===== src/rtl/vfd_pkg.sv =====
// -----------------------------------------------------------------------------
// vfd_pkg
//   Constants and types shared by the VFD blocks (vfd_top, hmi_top and
//   freq_ramp_ctrl).
//   - FREQ_W / FREQ_MAX / FREQ_MIN : default frequency width and limits,
//     all in 0.1 Hz units
//   - ST_* / state_t               : ramp FSM state encoding
//   - ramp_status_t                : {accel, decel} ramp status pair
// -----------------------------------------------------------------------------
package vfd_pkg;

    localparam int FREQ_W   = 10;
    localparam int FREQ_MAX = 500;
    localparam int FREQ_MIN = 20;

    typedef logic [1:0] state_t;

    localparam state_t ST_IDLE  = 2'd0;
    localparam state_t ST_ACCEL = 2'd1;
    localparam state_t ST_DECEL = 2'd2;
    localparam state_t ST_HOLD  = 2'd3;

    typedef struct packed {
        logic accel;
        logic decel;
    } ramp_status_t;

endpackage


===== src/rtl/ramp_tick_gen.sv =====
// -----------------------------------------------------------------------------
// ramp_tick_gen
//   Divides the 1 ms strobe by TICK_MS to produce the ramp step tick.
//   Ports:
//     clk    in  system clock
//     rst    in  synchronous reset, active-high (strobes ignored while high)
//     pulse  in  one-cycle 1 ms strobe
//     clr    in  synchronous clear; restarts the ms count from zero
//     tick   out one-cycle ramp step, high with the TICK_MS-th counted strobe
// -----------------------------------------------------------------------------
module ramp_tick_gen #(
    parameter int TICK_MS = 10
) (
    input  logic clk,
    input  logic rst,
    input  logic pulse,
    input  logic clr,
    output logic tick
);

    localparam int CNT_W = (TICK_MS > 1) ? $clog2(TICK_MS) : 1;
    localparam logic [CNT_W-1:0] CNT_LAST = CNT_W'(TICK_MS - 1);

    logic [CNT_W-1:0] cnt;

    // Combinational so the step lands on the same edge as the strobe that
    // completes the count; a clear in the same cycle suppresses it.
    assign tick = pulse && !rst && !clr && (cnt == CNT_LAST);

    always_ff @(posedge clk) begin
        if (rst || clr) begin
            cnt <= '0;
        end else if (pulse) begin
            cnt <= (cnt == CNT_LAST) ? '0 : cnt + 1'b1;
        end
    end

endmodule


===== src/rtl/freq_ramp_ctrl.sv =====
// -----------------------------------------------------------------------------
// freq_ramp_ctrl
//   Soft-start / soft-stop ramp between the HMI setpoint and the PWM core.
//   Walks freq_cmd toward the clamped operator target at ACC_STEP / DEC_STEP
//   per ramp tick (TICK_MS ms per tick). estop forces an immediate stop.
//   Ports:
//     clk_sys      in  system clock
//     rst          in  synchronous reset, active-high
//     pluse_ms     in  one-cycle strobe every 1 ms
//     run          in  1 = drive enabled, 0 = controlled stop
//     estop        in  level, immediate stop, overrides everything
//     freq_target  in  operator setpoint (0.1 Hz)
//     freq_cmd     out commanded frequency to the PWM core
//     cmd_upd      out one-cycle strobe, high while a new freq_cmd is first shown
//     at_speed     out high in HOLD (freq_cmd equals the nonzero target)
//     ramping      out {accel, decel} status
// -----------------------------------------------------------------------------
module freq_ramp_ctrl #(
    parameter int FREQ_W   = vfd_pkg::FREQ_W,
    parameter int FREQ_MAX = vfd_pkg::FREQ_MAX,
    parameter int FREQ_MIN = vfd_pkg::FREQ_MIN,
    parameter int ACC_STEP = 5,
    parameter int DEC_STEP = 5,
    parameter int TICK_MS  = 10
) (
    input  logic              clk_sys,
    input  logic              rst,
    input  logic              pluse_ms,
    input  logic              run,
    input  logic              estop,
    input  logic [FREQ_W-1:0] freq_target,
    output logic [FREQ_W-1:0] freq_cmd,
    output logic              cmd_upd,
    output logic              at_speed,
    output logic [1:0]        ramping
);

    import vfd_pkg::*;

    // One extra bit so the up-step sum cannot wrap before saturation.
    localparam int EW = FREQ_W + 1;
    localparam logic [EW-1:0] MAX_E = EW'(FREQ_MAX);
    localparam logic [EW-1:0] MIN_E = EW'(FREQ_MIN);
    localparam logic [EW-1:0] ACC_E = EW'(ACC_STEP);
    localparam logic [EW-1:0] DEC_E = EW'(DEC_STEP);

    function automatic logic [FREQ_W-1:0] clamp_tgt(input logic [FREQ_W-1:0] f);
        logic [EW-1:0] fe;
        fe = {1'b0, f};
        if (fe > MAX_E) begin
            return MAX_E[FREQ_W-1:0];
        end else if (f != '0 && fe < MIN_E) begin
            return MIN_E[FREQ_W-1:0];
        end
        return f;
    endfunction

    // ------------------------------------------------------------------
    // Registered effective target (0 when stopped)
    // ------------------------------------------------------------------
    logic [FREQ_W-1:0] tgt;

    always_ff @(posedge clk_sys) begin
        if (rst) begin
            tgt <= '0;
        end else begin
            tgt <= run ? clamp_tgt(freq_target) : '0;
        end
    end

    // ------------------------------------------------------------------
    // Ramp tick; the ms count is held clear while idle or holding so the
    // first step of a new ramp lands a full TICK_MS after it starts.
    // ------------------------------------------------------------------
    state_t state, state_nxt;
    logic   tick, tick_clr;

    assign tick_clr = (state_nxt == ST_IDLE) || (state_nxt == ST_HOLD);

    ramp_tick_gen #(
        .TICK_MS (TICK_MS)
    ) u_tick (
        .clk   (clk_sys),
        .rst   (rst),
        .pulse (pluse_ms),
        .clr   (tick_clr),
        .tick  (tick)
    );

    // ------------------------------------------------------------------
    // Saturating step datapath
    // ------------------------------------------------------------------
    logic [EW-1:0] cmd_e, tgt_e, up_e, up_sat, diff_e, dn_e;

    always_comb begin
        cmd_e  = {1'b0, freq_cmd};
        tgt_e  = {1'b0, tgt};
        // From standstill the first step goes straight to the running minimum.
        up_e   = (freq_cmd == '0) ? MIN_E : cmd_e + ACC_E;
        up_sat = (up_e > tgt_e) ? tgt_e : up_e;
        // diff_e only matters while cmd > tgt, so the wrap for cmd < tgt is harmless.
        // Comparing the gap instead of subtracting keeps the floor at tgt.
        diff_e = cmd_e - tgt_e;
        dn_e   = (diff_e > DEC_E) ? cmd_e - DEC_E : tgt_e;
        // Ramping down to stop: below the running minimum just go to zero.
        if (tgt == '0 && dn_e < MIN_E) begin
            dn_e = '0;
        end
    end

    // ------------------------------------------------------------------
    // FSM next state
    // ------------------------------------------------------------------
    always_comb begin
        state_nxt = state;
        if (estop) begin
            state_nxt = ST_IDLE;
        end else begin
            unique case (state)
                ST_IDLE: begin
                    if (tgt != '0) state_nxt = ST_ACCEL;
                end
                ST_ACCEL: begin
                    if (tgt < freq_cmd)       state_nxt = ST_DECEL;
                    else if (tgt == freq_cmd) state_nxt = (tgt != '0) ? ST_HOLD : ST_IDLE;
                end
                ST_DECEL: begin
                    if (tgt > freq_cmd)       state_nxt = ST_ACCEL;
                    else if (tgt == freq_cmd) state_nxt = (tgt != '0) ? ST_HOLD : ST_IDLE;
                end
                ST_HOLD: begin
                    if (tgt > freq_cmd)      state_nxt = ST_ACCEL;
                    else if (tgt < freq_cmd) state_nxt = ST_DECEL;
                end
                default: state_nxt = ST_IDLE;
            endcase
        end
    end

    // ------------------------------------------------------------------
    // Output / datapath next values. A step is only taken when the FSM
    // stays in its ramp state, so a reversal never moves one more step the
    // wrong way.
    // ------------------------------------------------------------------
    logic [FREQ_W-1:0] cmd_nxt;
    logic              upd_nxt, at_speed_nxt;
    ramp_status_t      ramp_nxt;

    always_comb begin
        cmd_nxt = freq_cmd;
        if (estop) begin
            cmd_nxt = '0;
        end else if (tick) begin
            if (state == ST_ACCEL && state_nxt == ST_ACCEL) begin
                cmd_nxt = up_sat[FREQ_W-1:0];
            end else if (state == ST_DECEL && state_nxt == ST_DECEL) begin
                cmd_nxt = dn_e[FREQ_W-1:0];
            end
        end
        upd_nxt        = (cmd_nxt != freq_cmd);
        at_speed_nxt   = (state_nxt == ST_HOLD);
        ramp_nxt.accel = (state_nxt == ST_ACCEL);
        ramp_nxt.decel = (state_nxt == ST_DECEL);
    end

    // ------------------------------------------------------------------
    // State and output registers
    // ------------------------------------------------------------------
    always_ff @(posedge clk_sys) begin
        if (rst) begin
            state    <= ST_IDLE;
            freq_cmd <= '0;
            cmd_upd  <= 1'b0;
            at_speed <= 1'b0;
            ramping  <= 2'b00;
        end else begin
            state    <= state_nxt;
            freq_cmd <= cmd_nxt;
            cmd_upd  <= upd_nxt;
            at_speed <= at_speed_nxt;
            ramping  <= ramp_nxt;
        end
    end

endmodule


===== config.mk =====
export PLATFORM = sky130hd
export DESIGN_NAME = freq_ramp_ctrl
export DESIGN_NICKNAME = d
export VERILOG_FILES = /design/src/rtl/vfd_pkg.sv /design/src/rtl/ramp_tick_gen.sv /design/src/rtl/freq_ramp_ctrl.sv
export SDC_FILE = /design/constraint.sdc
export NUM_CORES = 1
export LEC_CHECK = 0
export BUFFER_PORTS_ARGS = -buffer_cell sky130_fd_sc_hd__buf_4
export CAP_MARGIN = 0
export CELL_PAD_IN_SITES_DETAIL_PLACEMENT = 1
export CELL_PAD_IN_SITES_GLOBAL_PLACEMENT = 2
export CORE_UTILIZATION = 36
export CTS_CLUSTER_DIAMETER = 50
export CTS_CLUSTER_SIZE = 14
export DETAILED_ROUTE_END_ITERATION = 8
export PLACE_DENSITY_LB_ADDON = 0.12
export SYNTH_ARGS = -nofsm -noshare
export SYNTH_HDL_FRONTEND = slang
export SYNTH_SLANG_ARGS = --single-unit

===== constraint.sdc =====
create_clock -name clk_sys -period 4.95 [get_ports clk_sys]
set_input_delay 0.7425 -clock clk_sys [delete_from_list [all_inputs] [get_ports clk_sys]]
set_output_delay 0.7425 -clock clk_sys [all_outputs]
set_load 0.1 [all_outputs]

# Yosys cells after proc, flatten, opt, wreduce, memory -nomap -nowiden
# Index checks and enable logic that the tools add are counted.
[totals]
wordCells = 70
ff_bits = 30
input_bits = 15
[op_classes]
n_eq_ne = 9
reduce_logical = 18
order_cmp = 7
mux = 24
n_addsub = 4
bitwise_logic = 1
[op_table]
columns = ["cell", "n"]
rows = [
  ["two-way mux 10 bit", 9],
  ["two-way mux 11 bit", 2],
  ["zero test 10 bit", 2],
  ["nonzero test 10 bit", 2],
  ["two-way mux 2 bit", 8],
  ["adder 10 x 3 -> 11 bit, second input constant", 1],
  ["greater-than comparator 11 x 10 -> 1 bit", 1],
  ["greater-than comparator 11 x 3 -> 1 bit, second input constant", 1],
  ["less-than comparator 11 x 5 -> 1 bit, second input constant", 1],
  ["subtractor 10 x 10 -> 11 bit", 1],
  ["subtractor 10 x 3 -> 11 bit, second input constant", 1],
  ["equality test 10 bit", 1],
  ["greater-than comparator 10 bit", 1],
  ["greater-than comparator 10 x 9 -> 1 bit, second input constant", 1],
  ["less-than comparator 10 bit", 1],
  ["less-than comparator 10 x 5 -> 1 bit, second input constant", 1],
  ["inequality test 10 bit", 1],
  ["equality test 2 bit, second input constant", 4],
  ["case mux 2 bit (4 select lines)", 1],
  ["logical AND 1 bit", 7],
  ["adder 4 x 1 -> 4 bit, second input constant", 1],
  ["equality test 2 x 1 -> 1 bit, second input constant", 2],
  ["equality test 4 bit, second input constant", 1],
  ["zero test 2 bit", 2],
  ["other kinds (6)", 10],
]

# Longest topological paths before layout
# Gate-level depths: netlist of run 1.
[logic_depth]
ltp_word = 14
ltp_mapped = 24
depth_no_buf = 22

# Modules after synthesis
# Synthesis of run 1 repeated with hierarchy kept, for this count alone.
[unflattened]
hier_cells = 452
area_unflattened_um2 = 3354.5
[by_module_without_submodules]
columns = ["mod", "n_inst", "area_each_um2", "seq_area_each_um2", "cells_per_inst"]
rows = [
  ["freq_ramp_ctrl", 1, 3161.8, 520.5, 430],
  ["ramp_tick_gen", 1, 192.7, 80.1, 22],
]

# Worst setup path after synthesis of run 1
# OpenSTA, ideal clock, no wires.
[synth_path]
path_kind = "register to register"
start = "register freq_cmd[1]"
end = "register cmd_upd"
arrival_ns = 5.133
required_ns = 4.869
setup_time_ns = 0.081
path_slack_ns = -0.263
n_path_buf = 1
path_stages_with_launch = 21
synth_period_minus_slack_ns = 5.213
path_cell_list = "dfxtp_1 -> ha_1 -> nor2b_1 -> o21a_1 -> or2_4 -> a31oi_1 -> o21ai_0 -> a21o_1 -> o21bai_1 -> a31oi_1 -> inv_1 -> ha_1 -> or4b_1 -> or2_2 -> clkbuf_8 -> nor2_1 -> nand2_1 -> o41ai_1 -> nand3b_1 -> nor4_1 -> a41oi_1"
[synth_between]
elab_chain_len = 13
elab_cells_between_ends = 37
[synth_lines]
columns = ["item", "line_no", "source"]
rows = [
  ["start: declaration", "freq_ramp_ctrl.sv:32", "output logic [FREQ_W-1:0] freq_cmd,"],
  ["start signal: assignment", "freq_ramp_ctrl.sv:178", "freq_cmd <= cmd_nxt;"],
  ["less-than comparator 10 bit / equality test 10 bit (equally long branches)", "n/a", ""],
  ["two-way mux 2 bit, on equally long branches", "freq_ramp_ctrl.sv:133, freq_ramp_ctrl.sv:125, freq_ramp_ctrl.sv:129", ""],
  ["two-way mux 2 bit, on equally long branches", "freq_ramp_ctrl.sv:132, freq_ramp_ctrl.sv:124, freq_ramp_ctrl.sv:128", ""],
  ["case mux 2 bit (4 select lines) (*)", "freq_ramp_ctrl.sv:119", "unique case (state)"],
  ["two-way mux 2 bit (*)", "freq_ramp_ctrl.sv:116", "if (estop) begin"],
  ["net state_nxt[0]", "freq_ramp_ctrl.sv:75", "state_t state, state_nxt;"],
  ["equality test 2 bit / zero test 2 bit (equally long branches)", "freq_ramp_ctrl.sv:78", "assign tick_clr = (state_nxt == ST_IDLE) || (state_nxt == ST_HOLD);"],
  ["logical OR 1 bit", "freq_ramp_ctrl.sv:78", ""],
  ["zero test 1 bit", "ramp_tick_gen.sv:28", "assign tick = pulse && !rst && !clr && (cnt == CNT_LAST);"],
  ["logical AND 1 bit (2 in series)", "ramp_tick_gen.sv:28", ""],
  ["two-way mux 10 bit (*)", "freq_ramp_ctrl.sv:153", "end else if (tick) begin"],
  ["two-way mux 10 bit (*)", "freq_ramp_ctrl.sv:151", "if (estop) begin"],
  ["inequality test 10 bit (*)", "freq_ramp_ctrl.sv:160", "upd_nxt = (cmd_nxt != freq_cmd);"],
  ["end signal: assignment", "freq_ramp_ctrl.sv:179", "cmd_upd <= upd_nxt;"],
  ["end: declaration", "freq_ramp_ctrl.sv:33", "output logic cmd_upd,"],
]
# Mark *: on every way through the listed nets, which the timed path passes. The rest lies on a longest branch.
# A chain may end at the register's enable or synchronous reset.

# Final worst setup path of run 1
[layout_path]
start = "register tgt[4]"
end = "register cmd_upd"
[layout_between]
elab_chain_len = 14
elab_cells_between_ends = 37
[layout_lines]
columns = ["item", "line_no", "source"]
rows = [
  ["start: declaration", "freq_ramp_ctrl.sv:61", "logic [FREQ_W-1:0] tgt;"],
  ["start signal: assignment", "freq_ramp_ctrl.sv:67", "tgt <= run ? clamp_tgt(freq_target) : '0;"],
  ["branches (longest 4 deep; another with less-than comparator 10 bit)", "n/a", ""],
  ["case mux 2 bit (4 select lines) (*)", "freq_ramp_ctrl.sv:119", ""],
  ["two-way mux 2 bit (*)", "freq_ramp_ctrl.sv:116", ""],
  ["net state_nxt[0]", "freq_ramp_ctrl.sv:75", ""],
  ["equality test 2 bit / zero test 2 bit (equally long branches)", "freq_ramp_ctrl.sv:78", ""],
  ["logical OR 1 bit", "freq_ramp_ctrl.sv:78", ""],
  ["zero test 1 bit", "ramp_tick_gen.sv:28", ""],
  ["logical AND 1 bit (2 in series)", "ramp_tick_gen.sv:28", ""],
  ["two-way mux 10 bit (*)", "freq_ramp_ctrl.sv:153", ""],
  ["two-way mux 10 bit (*)", "freq_ramp_ctrl.sv:151", ""],
  ["inequality test 10 bit (*)", "freq_ramp_ctrl.sv:160", ""],
]
# Mark *: on every way through the listed nets, which the timed path passes.

==> metrics.yaml, run 1 <==
outcome: "finished clean"
rr_endpoint: "cmd_upd$_SDFF_PP0_"
worst-r2r-cell-count: 22
setup_tns_ns: 0
drc: 0
finalCritPeriodShare_pct: 94.3
via_per_inst: 5.96
leakagePower_nw: 1.58
hp-class: "reg2reg"
max-cap-violations: 0
rrSetupSlack_ns: 0.28
port_buffers: 28
cpMostUsedCell: "a31oi_1"
cts_buffer_depth: 2
fin_crit_ns: 4.67
hpwlAfterDp_um: 10700
ant_nets: 0
max_freq_ghz: 0.214
wl_per_cell_um: 21.2
grt_pass1_wl_um: 21100
grt_pass1_vias: 3891
ys_ff_latch: 30
ys_seq_area_share_pct: 17.0
crit_chain: "inv_1 > ha_1 > and3_1 > o21a_1 > or2_4 > a31oi_1 > o21ai_0 > a21o_1 > o21bai_1 > a31oi_1 > inv_1 > ha_2 > or4b_1 > or2_4 > nor3_4 > buf_4 > a31oi_1 > o221ai_1 > mux2i_1 > nand4_1 > nor4_1 > a41oi_1"
syn_nets: 502
drt_first_pass_iters: 5
drive_gt1_share_pct: 20.0
synth-main-ff-cell: "dfxtp_1"
synth_cells: 460
track_usage_pct: 27.7
worstPathMaxFanout: 11
numCtsBuffers: 5
synth_edf_count: 0
rows: 35
cts_tree: "yes"
die_area_mm2: 0.0102
synthArstFlopShare_pct: 0
diodes: 0
die_h_um: 101
worst_ir_drop_vdd_v: 0.000145
cts_sinks: 30
initial_core_util_pct: 37.7
cp-end-kind: "flip-flop"
nNetsFinal: 546
area_delta_synth_final_pct: 14.4
p_per_area_mw_per_mm2: 146
crit_type: "reg2reg"
critPathRequiredTime_ns: 5.16
place_congestion: 0.998
dpl_cell_area_mm2: 0.00393
synth_area_per_cell_um2: 7.68
cts_hold_buffers: 0
top_level_ports: 29
cts_max_level: 2
crit_start: "tgt[4]$_SDFF_PP0_"
crit_end: "cmd_upd$_SDFF_PP0_"
max_stage_delay_ns: 0.49
dr.first_iter.drc_count: 230
tightest_slew_ns: 0.634
start_kind: "flip-flop"
antenna_found_initial: 0
core_area_mm2: 0.00937
overflow: 0
maxSlewViolCount: 0
die_w_um: 101
wirelength_um: 13400
worstPathArrival_ns: 4.88
critPathSlowestCell: "or4b_1"
skew_ns: 0.0111
clkLatencyLatePin_ns: 0.29
grt_max_degree: 18
yosys_warnings: 0
vias: 3775
finalInstanceArea_mm2: 0.00404
totalPowerFinal_uw: 589
min_path_cells: 2
hold_viol: 0
yosysUniqueCellTypes: 82
clk_pin_slew_ns: 0.07
clock-root-buffer: "clkbuf_8"
rsz0062_at_grt: "no"
setup_violations: 0
slew_headroom_pct: 57.4
syn-cell-area_mm2: 0.00353
reg2reg_from: "tgt[4]$_SDFF_PP0_"
==> stage by stage <==
stage	util (%)	hold slack [ns]	std cells	setup slack, ns
after floorplan	-	0.474	460	0.0793
after global placement	41.9	0.514	625	0.203
after detailed placement	41.9	0.519	625	0.131
after CTS	42.8	0.536	632	0.123
after global routing	43.1	0.584	633	0.00294
final	43.1	0.526	633	0.282
==> where the power goes <==
part | leakage (nW) | internal, mW | switching (mW)
Sequential | 0.247 | 0.247 | 0.00633
Clock | 0.0438 | 0.0942 | 0.0935
Combinational | 1.29 | 0.0559 | 0.0916
==> per-layer routing <==
layer | share of wire, % | GRT usage, % | vias up
li1 | - | - | 1797
met1 | 45 | 35.8 | 1802
met2 | 46 | 45.8 | 143
met3 | 5.8 | 4.37 | 33
met4 | 3.4 | 11.1 | 0
met5 | 0 | 0 | -
==> critical path: cells and delay by family, from the launching register on <==
kind                       cells  cell delay (ns)
and+or+nand+nor                7             1.74
AOI/OAI and AO/OA              9             1.34
muxes                          1             0.10
buffers and inverters          3             0.36
adders and majority gates      2             0.67
DFF                            1             0.37
==> cells by family (layout without fill, tap and decap cells) <==
group / after synthesis / in the layout / synth area share, %
other cells: 1 / 1 / 0.106
buf+inv: 45 / 89 / 8.40
fa+ha+maj: 27 / 27 / 9.78
flops: 30 / 30 / 17.0
simple gates: 191 / 191 / 27.6
mux: 12 / 12 / 3.40
compound gates: 137 / 137 / 29.1
xor+xnor: 17 / 17 / 4.64
==> layout make-up <==
type / instances / area (um^2)
fill: 1205 / 5330
inverter: 22 / 82.6
clock inverter: 2 / 10.0
clock buffer: 5 / 68.8
timing repair buffer: 60 / 450
sequential: 30 / 607
multi-input combinational: 385 / 2660
tap: 129 / 161
==> Yosys cell counts (all sizes together) (5+ instances only) <==
library cell | number | area (um^2)
nor2 | 60 | 233
nand2 | 38 | 143
o21ai | 31 | 159
dfxtp | 30 | 601
a21oi | 27 | 146
ha | 26 | 325
inv | 22 | 82.6
nor3 | 16 | 85.1
clkbuf | 14 | 133
nand3 | 13 | 65.1
mux2i | 12 | 120
a31oi | 10 | 62.6
a211oi | 9 | 72.6
buf | 9 | 81.3
nand4 | 9 | 56.3
xor2 | 9 | 86.3
nor2b | 8 | 50.1
o211ai | 8 | 65.1
xnor2 | 8 | 77.6
nand2b | 6 | 37.5
a21o | 5 | 37.5
and2 | 5 | 31.3
o21a | 5 | 37.5
o221ai | 5 | 43.8
or3 | 5 | 31.3
or4 | 5 | 42.5
==> cells in the final DEF, fill, tap and decap left out, types with 6 or more instances in the layout <==
master / Yosys / final
a31oi_1: 10 / 10
nor2_1: 59 / 59
buf_4: 0 / 60
nand2b_1: 6 / 6
nand2_1: 38 / 38
a21oi_1: 24 / 24
mux2i_1: 12 / 12
a211oi_1: 8 / 8
dfxtp_1: 30 / 25
nor3_1: 15 / 15
inv_1: 22 / 22
xnor2_1: 7 / 7
o21ai_0: 30 / 30
nor2b_1: 8 / 8
nand3_1: 13 / 13
ha_1: 26 / 24
xor2_1: 8 / 8
nand4_1: 9 / 9
o211ai_1: 7 / 7
==> how the worst min path moves through the flow <==
| stage | from | endpoint | slack, ns |
|---|---|---|---|
| floorplan | u_tick.cnt[3]$_SDFFE_PP0P_ | u_tick.cnt[3]$_SDFFE_PP0P_ | 0.47 |
| global placement | u_tick.cnt[3]$_SDFFE_PP0P_ | u_tick.cnt[3]$_SDFFE_PP0P_ | 0.51 |
| detailed placement | u_tick.cnt[3]$_SDFFE_PP0P_ | u_tick.cnt[3]$_SDFFE_PP0P_ | 0.52 |
| CTS | u_tick.cnt[3]$_SDFFE_PP0P_ | u_tick.cnt[3]$_SDFFE_PP0P_ | 0.54 |
| global route | u_tick.cnt[3]$_SDFFE_PP0P_ | u_tick.cnt[3]$_SDFFE_PP0P_ | 0.58 |
| finish | u_tick.cnt[3]$_SDFFE_PP0P_ | u_tick.cnt[3]$_SDFFE_PP0P_ | 0.53 |
==> sequential cells by signal (all words and copies together), names as in the netlist <==
register    count
u_tick.cnt      4
state           2
freq_cmd       10
cmd_upd         1
ramping         2
tgt            10
at_speed        1
==> what timing repair did <==
| item | CTS | global route |
|---|---|---|
| resized for setup | 0 | 4 |
| endpoints found under the setup margin | 0 | 1 |
| setup buffers | 0 | 1 |
Note: power is estimated with default switching activity, not from simulation.
==> run 2: changes to the inputs <==
--- a/config.mk
+++ b/config.mk
@@ -13,7 +13,7 @@
 export CTS_CLUSTER_DIAMETER = 50
 export CTS_CLUSTER_SIZE = 14
 export DETAILED_ROUTE_END_ITERATION = 8
-export PLACE_DENSITY_LB_ADDON = 0.12
+export PLACE_DENSITY = 0.9
 export SYNTH_ARGS = -nofsm -noshare
 export SYNTH_HDL_FRONTEND = slang
 export SYNTH_SLANG_ARGS = --single-unit
==> metrics.yaml, run 2 (synthesis results as in run 1) <==
outcome: "finished clean"
hold_viol: 0
n_fill_cell: 1222
hold_end: "u_tick.cnt[3]$_SDFFE_PP0P_"
finalInstanceArea_mm2: 0.00405
maxSlewViolCount: 0
hpwlAfterDp_um: 11400
worst_ir_drop_vdd_v: 0.0000701
wl_per_cell_um: 22.3
clk_pin_slew_ns: 0.07
dp_cells: 627
clkLatencyLatePin_ns: 0.30
dr.first_iter.drc_count: 237
grt_pass1_vias: 3942
port_buffers: 28
final_common_cell: "buf_4"
worstPathMaxFanout: 7
numCtsBuffers: 5
leakagePower_nw: 1.59
diodes: 0
initial_core_util_pct: 37.7
rsz0062_at_grt: "no"
worstPathArrival_ns: 4.87
via_per_inst: 6.09
drc: 0
final_cell_mix: "buf_4 (62), nor2_1 (57), nand2_1 (38)"
wirelength_um: 14200
rr_endpoint: "cmd_upd$_SDFF_PP0_"
rows: 35
area_delta_synth_final_pct: 14.7
place_congestion: 0.967
grt_pass1_wl_um: 22000
fin_crit_ns: 4.72
cts_tree: "yes"
cts_max_level: 2
min_path_cells: 2
worstHoldStart: "u_tick.cnt[3]$_SDFFE_PP0P_"
dp_slack_ns: 0.124
cts_hold_buffers: 0
die_h_um: 101
vias: 3869
nNetsFinal: 548
drt_first_pass_iters: 5
cp-end-kind: "flip-flop"
totalPowerFinal_uw: 608
die_w_um: 101
utilization_pct: 43.2
die_area_mm2: 0.0102
setup_tns_ns: 0
dpl_cell_area_mm2: 0.00394
antenna_found_initial: 0
track_usage_pct: 29.2
reg_top3: "freq_cmd: 10 flops, tgt: 10 flops, u_tick.cnt: 4 flops"
worst-r2r-cell-count: 18
drive_gt1_share_pct: 20.6
crit_type: "reg2reg"
skew_ns: 0.0115
slew_headroom_pct: 55.5
start_kind: "flip-flop"
max-cap-violations: 0
overflow: 0
max_freq_ghz: 0.212
rrSetupSlack_ns: 0.23
cts_buffer_depth: 2
p_per_area_mw_per_mm2: 150
critPathRequiredTime_ns: 5.10
cts_sinks: 30
grt_max_degree: 18
final_cells: 635
reg2reg_from: "tgt[7]$_SDFF_PP0_"
clock-root-buffer: "clkbuf_8"
holdWs_ns: 0.526
tightest_slew_ns: 0.660
core_area_mm2: 0.00937
ant_nets: 0
finalCritPeriodShare_pct: 95.3
setup_violations: 0
hp-class: "reg2reg"
setup_ws_ns: 0.233
top_level_ports: 29
-- run 2: cell type report --
class	count	area (um^2)	area share, %
sequential	30	607	15.0
clock buffer	5	68.8	1.70
timing repair buffer	62	465	11.5
tap	129	161	3.99
inverter	22	82.6	2.04
multi-input combinational	385	2650	65.5
clock inverter	2	10.0	0.247
-- run 2: worst max path at each step --
stage	start	end	slack (ns)	cells past startpoint
2_1_floorplan	freq_cmd[6]$_SDFF_PP0_	cmd_upd$_SDFF_PP0_	0.08	19
3_3_place_gp	tgt[4]$_SDFF_PP0_	cmd_upd$_SDFF_PP0_	0.24	22
3_5_place_dp	tgt[4]$_SDFF_PP0_	cmd_upd$_SDFF_PP0_	0.12	22
4_1_cts	tgt[4]$_SDFF_PP0_	cmd_upd$_SDFF_PP0_	0.06	22
5_1_grt	tgt[4]$_SDFF_PP0_	cmd_upd$_SDFF_PP0_	0.02	20
6_report	tgt[7]$_SDFF_PP0_	cmd_upd$_SDFF_PP0_	0.23	18
-- run 2: metal layers --
| metal | wire length [um] | vias to the layer above | GRT usage [%] |
|---|---|---|---|
| met3 | 921 | 45 | 4.58 |
| li1 | - | 1799 | - |
| met1 | 6020 | 1858 | 36.8 |
| met2 | 6560 | 167 | 49.5 |
| met5 | 0 | - | 0 |
| met4 | 648 | 0 | 11.9 |
-- run 2: where the power goes --
group          internal (mW)  switching [mW]  total [mW]
Clock                 0.0945           0.110       0.204
Combinational         0.0557          0.0936       0.149
Sequential             0.247         0.00698       0.254
-- run 2: worst max-delay path, stage by stage, from the launching register on --
cell      delay (ns)
dfxtp_1         0.45
inv_1           0.10
ha_1            0.42
nand3_1         0.15
nor2_1          0.21
and4_1          0.39
nand2b_1        0.11
mux2i_1         0.12
or3_1           0.42
inv_1           0.10
ha_1            0.17
nand2_1         0.08
or2_2           0.34
or4_2           0.62
nand2_1         0.08
mux2i_1         0.08
a22oi_2         0.25
mux2i_1         0.31
a41oi_1         0.16
-- run 2: repair_timing --
item | CTS | global route
buffers inserted | 0 | 1
resized for setup | 0 | 5
endpoints found under the setup margin | 0 | 1
